## src/rtl/v20_bus_pkg.sv

```systemverilog
// Shared types and constants for the V20/8088 minimum-mode bus master.
package v20_bus_pkg;

  typedef enum logic [2:0] {
    IDLE,
    T1,
    T2,
    T3,
    TW,
    T4,
    TI
  } bus_state_e;

  localparam int TSTATE_CLKS = 2;
  localparam logic [7:0] AD_RD_ERR = 8'hFF;

endpackage

```

## src/rtl/bus_clk_div.sv

```systemverilog
// Divides clk into T-states; phase is high in the second half of each T-state.
module bus_clk_div
  import v20_bus_pkg::*;
(
  input  logic clk,
  input  logic srst,
  output logic phase,
  output logic phase_next,
  output logic bus_clk
);

  localparam int CNT_W = (TSTATE_CLKS > 2) ? $clog2(TSTATE_CLKS) : 1;

  logic [CNT_W-1:0] cnt_q;
  logic [CNT_W-1:0] cnt_d;

  always_comb begin
    cnt_d = cnt_q + 1'b1;
    if (cnt_q == CNT_W'(TSTATE_CLKS - 1)) begin
      cnt_d = '0;
    end
  end

  always_ff @(posedge clk) begin
    if (srst) begin
      cnt_q <= '0;
    end else begin
      cnt_q <= cnt_d;
    end
  end

  assign phase      = cnt_q[CNT_W-1];
  assign phase_next = cnt_d[CNT_W-1];
  assign bus_clk    = cnt_q[CNT_W-1];

endmodule

```

## src/rtl/v20_bus_master.sv

```systemverilog
// Single-transaction initiator for the multiplexed 8-bit V20/8088 minimum-mode bus.
// Every output is a flop loaded from the next-state view so pins line up with the state.
module v20_bus_master
  import v20_bus_pkg::*;
#(
  parameter int WAIT_MAX = 15
) (
  input  logic        iClk,
  input  logic        iReset,
  input  logic        iReqValid,
  output logic        oReqReady,
  input  logic [19:0] iReqAddr,
  input  logic [7:0]  iReqData,
  input  logic        iReqWr,
  input  logic        iReqIo,
  output logic        oRspValid,
  output logic [7:0]  oRspData,
  output logic        oRspErr,
  output logic        oBusClk,
  output logic        oBusAle,
  output logic        oBusIom,
  output logic        oBusDtr,
  output logic        oBusSso,
  output logic [11:0] oBusAddr,
  output logic [7:0]  oBusAd,
  output logic        oBusAdDir,
  input  logic [7:0]  iBusAd,
  input  logic        iBusReady
);

  localparam int WCNT_W = (WAIT_MAX < 1) ? 1 : $clog2(WAIT_MAX + 1);

  logic phase;
  logic phase_nx;

  bus_clk_div u_clk_div (
    .clk        (iClk),
    .srst       (iReset),
    .phase      (phase),
    .phase_next (phase_nx),
    .bus_clk    (oBusClk)
  );

  bus_state_e        state_q, state_d;
  logic              pend_q, pend_d;
  logic [19:0]       addr_q, addr_d;
  logic [7:0]        data_q, data_d;
  logic              wr_q, wr_d;
  logic              io_q, io_d;
  logic [7:0]        rdata_q, rdata_d;
  logic              err_q, err_d;
  logic [WCNT_W-1:0] wcnt_q, wcnt_d;

  logic              ready_q, ready_d;
  logic              rsp_valid_q, rsp_valid_d;
  logic [7:0]        rsp_data_q, rsp_data_d;
  logic              rsp_err_q, rsp_err_d;
  logic              ale_q, ale_d;
  logic              iom_q, iom_d;
  logic              dtr_q, dtr_d;
  logic              sso_q, sso_d;
  logic [11:0]       baddr_q, baddr_d;
  logic [7:0]        ad_q, ad_d;
  logic              addir_q, addir_d;

  logic hs;
  logic in_cycle;

  // Next-state: T-state changes only where phase is 1 (the 1->0 boundary).
  always_comb begin
    state_d = state_q;
    pend_d  = pend_q;
    addr_d  = addr_q;
    data_d  = data_q;
    wr_d    = wr_q;
    io_d    = io_q;
    rdata_d = rdata_q;
    err_d   = err_q;
    wcnt_d  = wcnt_q;
    hs      = iReqValid && ready_q;

    if (hs) begin
      addr_d = iReqAddr;
      data_d = iReqData;
      wr_d   = iReqWr;
      io_d   = iReqIo;
    end

    case (state_q)
      IDLE: begin
        if (phase) begin
          if (pend_q || hs) begin
            state_d = T1;
            pend_d  = 1'b0;
          end
        end else if (hs) begin
          pend_d = 1'b1;
        end
      end
      T1: begin
        wcnt_d = '0;
        err_d  = 1'b0;
        if (phase) state_d = T2;
      end
      T2: begin
        if (phase) state_d = T3;
      end
      T3, TW: begin
        if (phase) begin
          if (iBusReady) begin
            state_d = T4;
            rdata_d = iBusAd;
          end else if (wcnt_q == WCNT_W'(WAIT_MAX)) begin
            state_d = T4;
            err_d   = 1'b1;
            rdata_d = AD_RD_ERR;
          end else begin
            state_d = TW;
            wcnt_d  = wcnt_q + 1'b1;
          end
        end
      end
      T4: begin
        if (phase) state_d = TI;
      end
      TI: begin
        // A request taken in the last half of TI skips IDLE, giving a 10-clock cadence.
        if (phase) state_d = hs ? T1 : IDLE;
      end
      default: state_d = IDLE;
    endcase
  end

  // Output values for the cycle that state_d/phase_nx describe.
  always_comb begin
    in_cycle    = (state_d == T1) || (state_d == T2) || (state_d == T3) ||
                  (state_d == TW) || (state_d == T4);
    ready_d     = ((state_d == IDLE) && !pend_d) || ((state_d == TI) && phase_nx);
    ale_d       = (state_d == T1);
    baddr_d     = in_cycle ? addr_d[19:8] : 12'h000;
    iom_d       = in_cycle && io_d;
    dtr_d       = in_cycle && wr_d;
    sso_d       = !(in_cycle && (state_d != T4));
    addir_d     = (state_d == T1) || (in_cycle && wr_d);
    ad_d        = 8'h00;
    if (state_d == T1) begin
      ad_d = addr_d[7:0];
    end else if (in_cycle && wr_d) begin
      ad_d = data_d;
    end
    rsp_valid_d = (state_d == T4) && phase_nx;
    rsp_data_d  = rsp_data_q;
    rsp_err_d   = rsp_err_q;
    if (rsp_valid_d) begin
      rsp_data_d = wr_d ? data_d : rdata_d;
      rsp_err_d  = err_d;
    end
  end

  always_ff @(posedge iClk) begin
    if (iReset) begin
      state_q     <= IDLE;
      pend_q      <= 1'b0;
      addr_q      <= 20'h00000;
      data_q      <= 8'h00;
      wr_q        <= 1'b0;
      io_q        <= 1'b0;
      rdata_q     <= 8'h00;
      err_q       <= 1'b0;
      wcnt_q      <= '0;
      ready_q     <= 1'b0;
      rsp_valid_q <= 1'b0;
      rsp_data_q  <= 8'h00;
      rsp_err_q   <= 1'b0;
      ale_q       <= 1'b0;
      iom_q       <= 1'b0;
      dtr_q       <= 1'b0;
      sso_q       <= 1'b1;
      baddr_q     <= 12'h000;
      ad_q        <= 8'h00;
      addir_q     <= 1'b0;
    end else begin
      state_q     <= state_d;
      pend_q      <= pend_d;
      addr_q      <= addr_d;
      data_q      <= data_d;
      wr_q        <= wr_d;
      io_q        <= io_d;
      rdata_q     <= rdata_d;
      err_q       <= err_d;
      wcnt_q      <= wcnt_d;
      ready_q     <= ready_d;
      rsp_valid_q <= rsp_valid_d;
      rsp_data_q  <= rsp_data_d;
      rsp_err_q   <= rsp_err_d;
      ale_q       <= ale_d;
      iom_q       <= iom_d;
      dtr_q       <= dtr_d;
      sso_q       <= sso_d;
      baddr_q     <= baddr_d;
      ad_q        <= ad_d;
      addir_q     <= addir_d;
    end
  end

  assign oReqReady = ready_q;
  assign oRspValid = rsp_valid_q;
  assign oRspData  = rsp_data_q;
  assign oRspErr   = rsp_err_q;
  assign oBusAle   = ale_q;
  assign oBusIom   = iom_q;
  assign oBusDtr   = dtr_q;
  assign oBusSso   = sso_q;
  assign oBusAddr  = baddr_q;
  assign oBusAd    = ad_q;
  assign oBusAdDir = addir_q;

endmodule
```

## config.mk

```make
export PLATFORM = sky130hd
export DESIGN_NAME = v20_bus_master
export DESIGN_NICKNAME = d
export VERILOG_FILES = /design/src/rtl/v20_bus_pkg.sv /design/src/rtl/bus_clk_div.sv /design/src/rtl/v20_bus_master.sv
export SDC_FILE = /design/constraint.sdc
export NUM_CORES = 1
export LEC_CHECK = 0
export ABC_CLOCK_PERIOD_IN_PS = 2000
export CAP_MARGIN = 10
export CORE_MARGIN = 1.5
export CORE_UTILIZATION = 38
export DETAILED_ROUTE_END_ITERATION = 12
export RECOVER_POWER = 25
export SLEW_MARGIN = 20
export SYNTH_ARGS = -nofsm -noshare
export SYNTH_HDL_FRONTEND = slang
export SYNTH_SLANG_ARGS = --single-unit
```

## constraint.sdc

```tcl
create_clock -name iClk -period 2 [get_ports iClk]
set_input_delay 0.5 -clock iClk [delete_from_list [all_inputs] [get_ports iClk]]
set_output_delay 0.5 -clock iClk [all_outputs]
set_load 0.1 [all_outputs]
```

==> results.tsv <==
stage	metric	value	unit
outcome	status	completed	
min_path	hp-class	reg -> reg	
logic_synthesis	syn_avg_cell_area	9.653	sq um
critical_path	critPathLaunch	iReqValid	
clocking	clk_pin_slew	0.09	ns
clocking	clock_latency	0.34	ns
sta	skew	0.006993	ns
logic_synthesis	syn_inst	354	
grt	first_global_vias	2674	
power_and_ir_drop	clkPwrFrac	0.325	
grt	grt_first_pass_wirelength	13120	um
routing	route.detailed.drc	0	
routing	dr.pass1.iters	4	
logic_synthesis	yosysMostFrequentCell	dfxtp_1	
floorplanning	fp.dieArea	9570	sq um
clocking	cts_tree	done	
sta	relSlewSlack	0.4998	
logic_synthesis	synthTopCellsByArea	dfxtp_1 49%, mux2i_1 4.4%, nor2_1 3.5%	
routing	drtAntennaViolNets	0	
routing	dr.first_iter.drc_count	110	
clocking	cts-root-buf	clkbuf_8	
sta	fin_crit	1.929	ns
run	maxCapViolCount	0	
critical_path	worstSetupPathType	in -> reg	
critical_path	required	2.24	ns
grt	grt_max_degree	37	
place	place_congestion	0.8827	
logic_synthesis	yosys_most_used_dff	dfxtp_1	
logic_synthesis	yosysTopAreaCell	dfxtp_1	
finish	diodes	0	
finish	fillCellCount	826	
sta	rsz0062_at_grt	false	
routing	vias	2888	
logic_synthesis	syn-cell-area	3417	sq um
critical_path	cp.arrival	2.17	ns
sta	setup_viol	0	
critical_path	crit_fanout	11	
sta	final_max_slew_viol_count	0	
min_path	hold_start	addr_q[0]$_SDFF_PP0_	
floorplanning	fp-row-count	34	
place	port_buffers	78	
power_and_ir_drop	power_density	730.2	nW/um^2
clocking	cts_buffer_depth	2	
power_and_ir_drop	p_leak	1.800	nW
finish	stdcell_count	570	
finish	regArea	1688	sq um
routing	routedWlPerCell	13.85	um
sta	fmax	0.5183	GHz
power_and_ir_drop	sw_frac_of_total	0.2780	
logic_synthesis	ys_top_cells_by_count	84 x dfxtp_1, 32 x nor2_1, 28 x nand2_1, 22 x a21oi_1, 16 x nand3_1	
grt	gr-total-overflow	0	
logic_synthesis	synth_edf_count	0	
floorplanning	fp.dieH	97.83	um
power_and_ir_drop	vdd_ir_drop_max	460.0	uV
place	place_area	4561	sq um
routing	via_per_inst	5.067	
power_and_ir_drop	seqPwrFrac	0.526	
sta	tightest_slew	0.7503	ns
floorplanning	core_area	8721	sq um
power_and_ir_drop	internal_power	2.399	mW
critical_path	cp-start-kind	input pin	
power_and_ir_drop	power_switching	0.9239	mW
finish	syn2layout_area_growth	33.17	%
power_and_ir_drop	pwr-share-comb	0.148	
clocking	htreeDepth	3	
logic_synthesis	yosys_register_bits	84	
logic_synthesis	ys_types	50	
grt	grt_use_total	0.1667	
critical_path	worstSetupEndpointType	flop	
sta	finalCritPeriodShare	0.9647	
sta	setup_ws	0.07058	ns
logic_synthesis	ys_async_sr_fraction	0	
place	dp_hpwl	5719	um
clocking	cts.sinks	84	
routing	routed_wl	7894	um
place	place_inst	554	
logic_synthesis	yosys_warnings	0	
grt	antenna_found_initial	0	
sta	finalHoldViolations	0	
place	dp_slack	-0.2905	ns
floorplanning	floorplan.initialDensity	0.3918	
floorplanning	die_w	97.83	um
logic_synthesis	syn_nets	397	
floorplanning	io_pins	79	
logic_synthesis	yosys.area.top_type_share	0.4921	
clocking	cts_buffers	9	
finish	drive_gt1_frac	0.2727	
finish	postLayoutCellArea	4551	sq um
finish	multi_input_area	1598	sq um
finish	nNetsFinal	500	
critical_path	worstReg2RegStart	u_clk_div.bus_clk$_SDFF_PP0_	
logic_synthesis	seq_area_frac_synth	0.4921	
area by class of cell:
cell class                      instances  share of cell area
Tap cell                              108             0.02969
Timing Repair Buffer                  115              0.2057
Inverter                                5            0.004124
Clock buffer                            9             0.02722
Clock inverter                          7             0.01127
Multi-Input combinational cell        242              0.3511
Sequential cell                        84              0.3709
stage by stage:
stage | util | hold slack [ns] | setup TNS (ns) | power (mW)
CTS | 0.5430 | 0.4712 | 0 | 3.381
detailed placement | 0.5230 | 0.4592 | -9.825 | 2.301
finish | 0.5218 | 0.4679 | 0 | 3.323
global placement | 0.5230 | 0.4570 | -8.501 | 2.295
global route | 0.5218 | 0.4879 | 0 | 3.482
floorplan | - | 0.4368 | 0 | 2.075
sequential cells by signal, indices dropped and copies added, names as in the netlist, 3 cells and up:
| name | flops |
|---|---|
| addr_q | 20 |
| wcnt_q | 4 |
| oBusAddr | 12 |
| data_q | 8 |
| oRspData | 8 |
| state_q | 3 |
| rdata_q | 8 |
| oBusAd | 8 |
power by group through the flow:
stage,clock (mW),sequential (mW),combinational (mW)
final,1.08,1.75,0.493
after floorplan,0,1.87,0.210
after global routing,1.19,1.76,0.533
after global placement,0,1.79,0.505
after detailed placement,0,1.79,0.510
after CTS,1.12,1.75,0.511
placed cells by master, fill, tap and decap left out, types with 4 or more instances in the layout:
cell / count
mux2_4: 7
a31oi_1: 12
clkbuf_8: 9
o21ai_0: 14
clkbuf_2: 25
nand2_1: 28
dfxtp_1: 81
nor2_1: 32
mux2i_1: 15
and2_1: 8
clkdlybuf4s50_1: 40
mux2_2: 9
o22ai_1: 9
nor3_2: 4
buf_4: 46
a21oi_1: 22
nor3_1: 15
and4_1: 8
inv_1: 5
nand3_1: 16
what timing repair did:
item / CTS / global route
buffers inserted: 0 / 0
setup endpoints to repair: 0 / 11
hold buffers: 0 / 0
gates resized for setup: 0 / 3
worst paths after layout:
kind / end / slack (ns) / cells past startpoint
max: oBusAd[1]$_SDFF_PP0_ / 0.07 / 5
min: addr_q[0]$_SDFF_PP0_ / 0.47 / 2
max reg2reg: oRspData[5]$_SDFFE_PP0P_ / 0.15 / 4
min reg2reg: addr_q[0]$_SDFF_PP0_ / 0.47 / 2
kinds of logic after synthesis:
kind of cell | after synthesis | synth area share
multiplexers | 31 | 0.1044
adder cells (fa/ha/maj) | 1 | 0.003661
AO/OA/AOI/OAI | 78 | 0.1490
buffers and inverters | 28 | 0.04431
flip-flops | 84 | 0.4921
AND/OR/NAND/NOR | 132 | 0.2065
worst max-delay path, stage by stage:
cell and delay, ns:
clkdlybuf4s50_1 0.55, and2_4 0.28, mux2_2 0.37, and4_1 0.21, mux2_2 0.26
routing by layer:
layer | wire (um) | track usage
met5 | 0 | 0
met3 | 645 | 0.06442
met4 | 44 | 0.03626
met2 | 3470 | 0.2536
met1 | 3734 | 0.2250
Power figures use the tool's default switching activity.
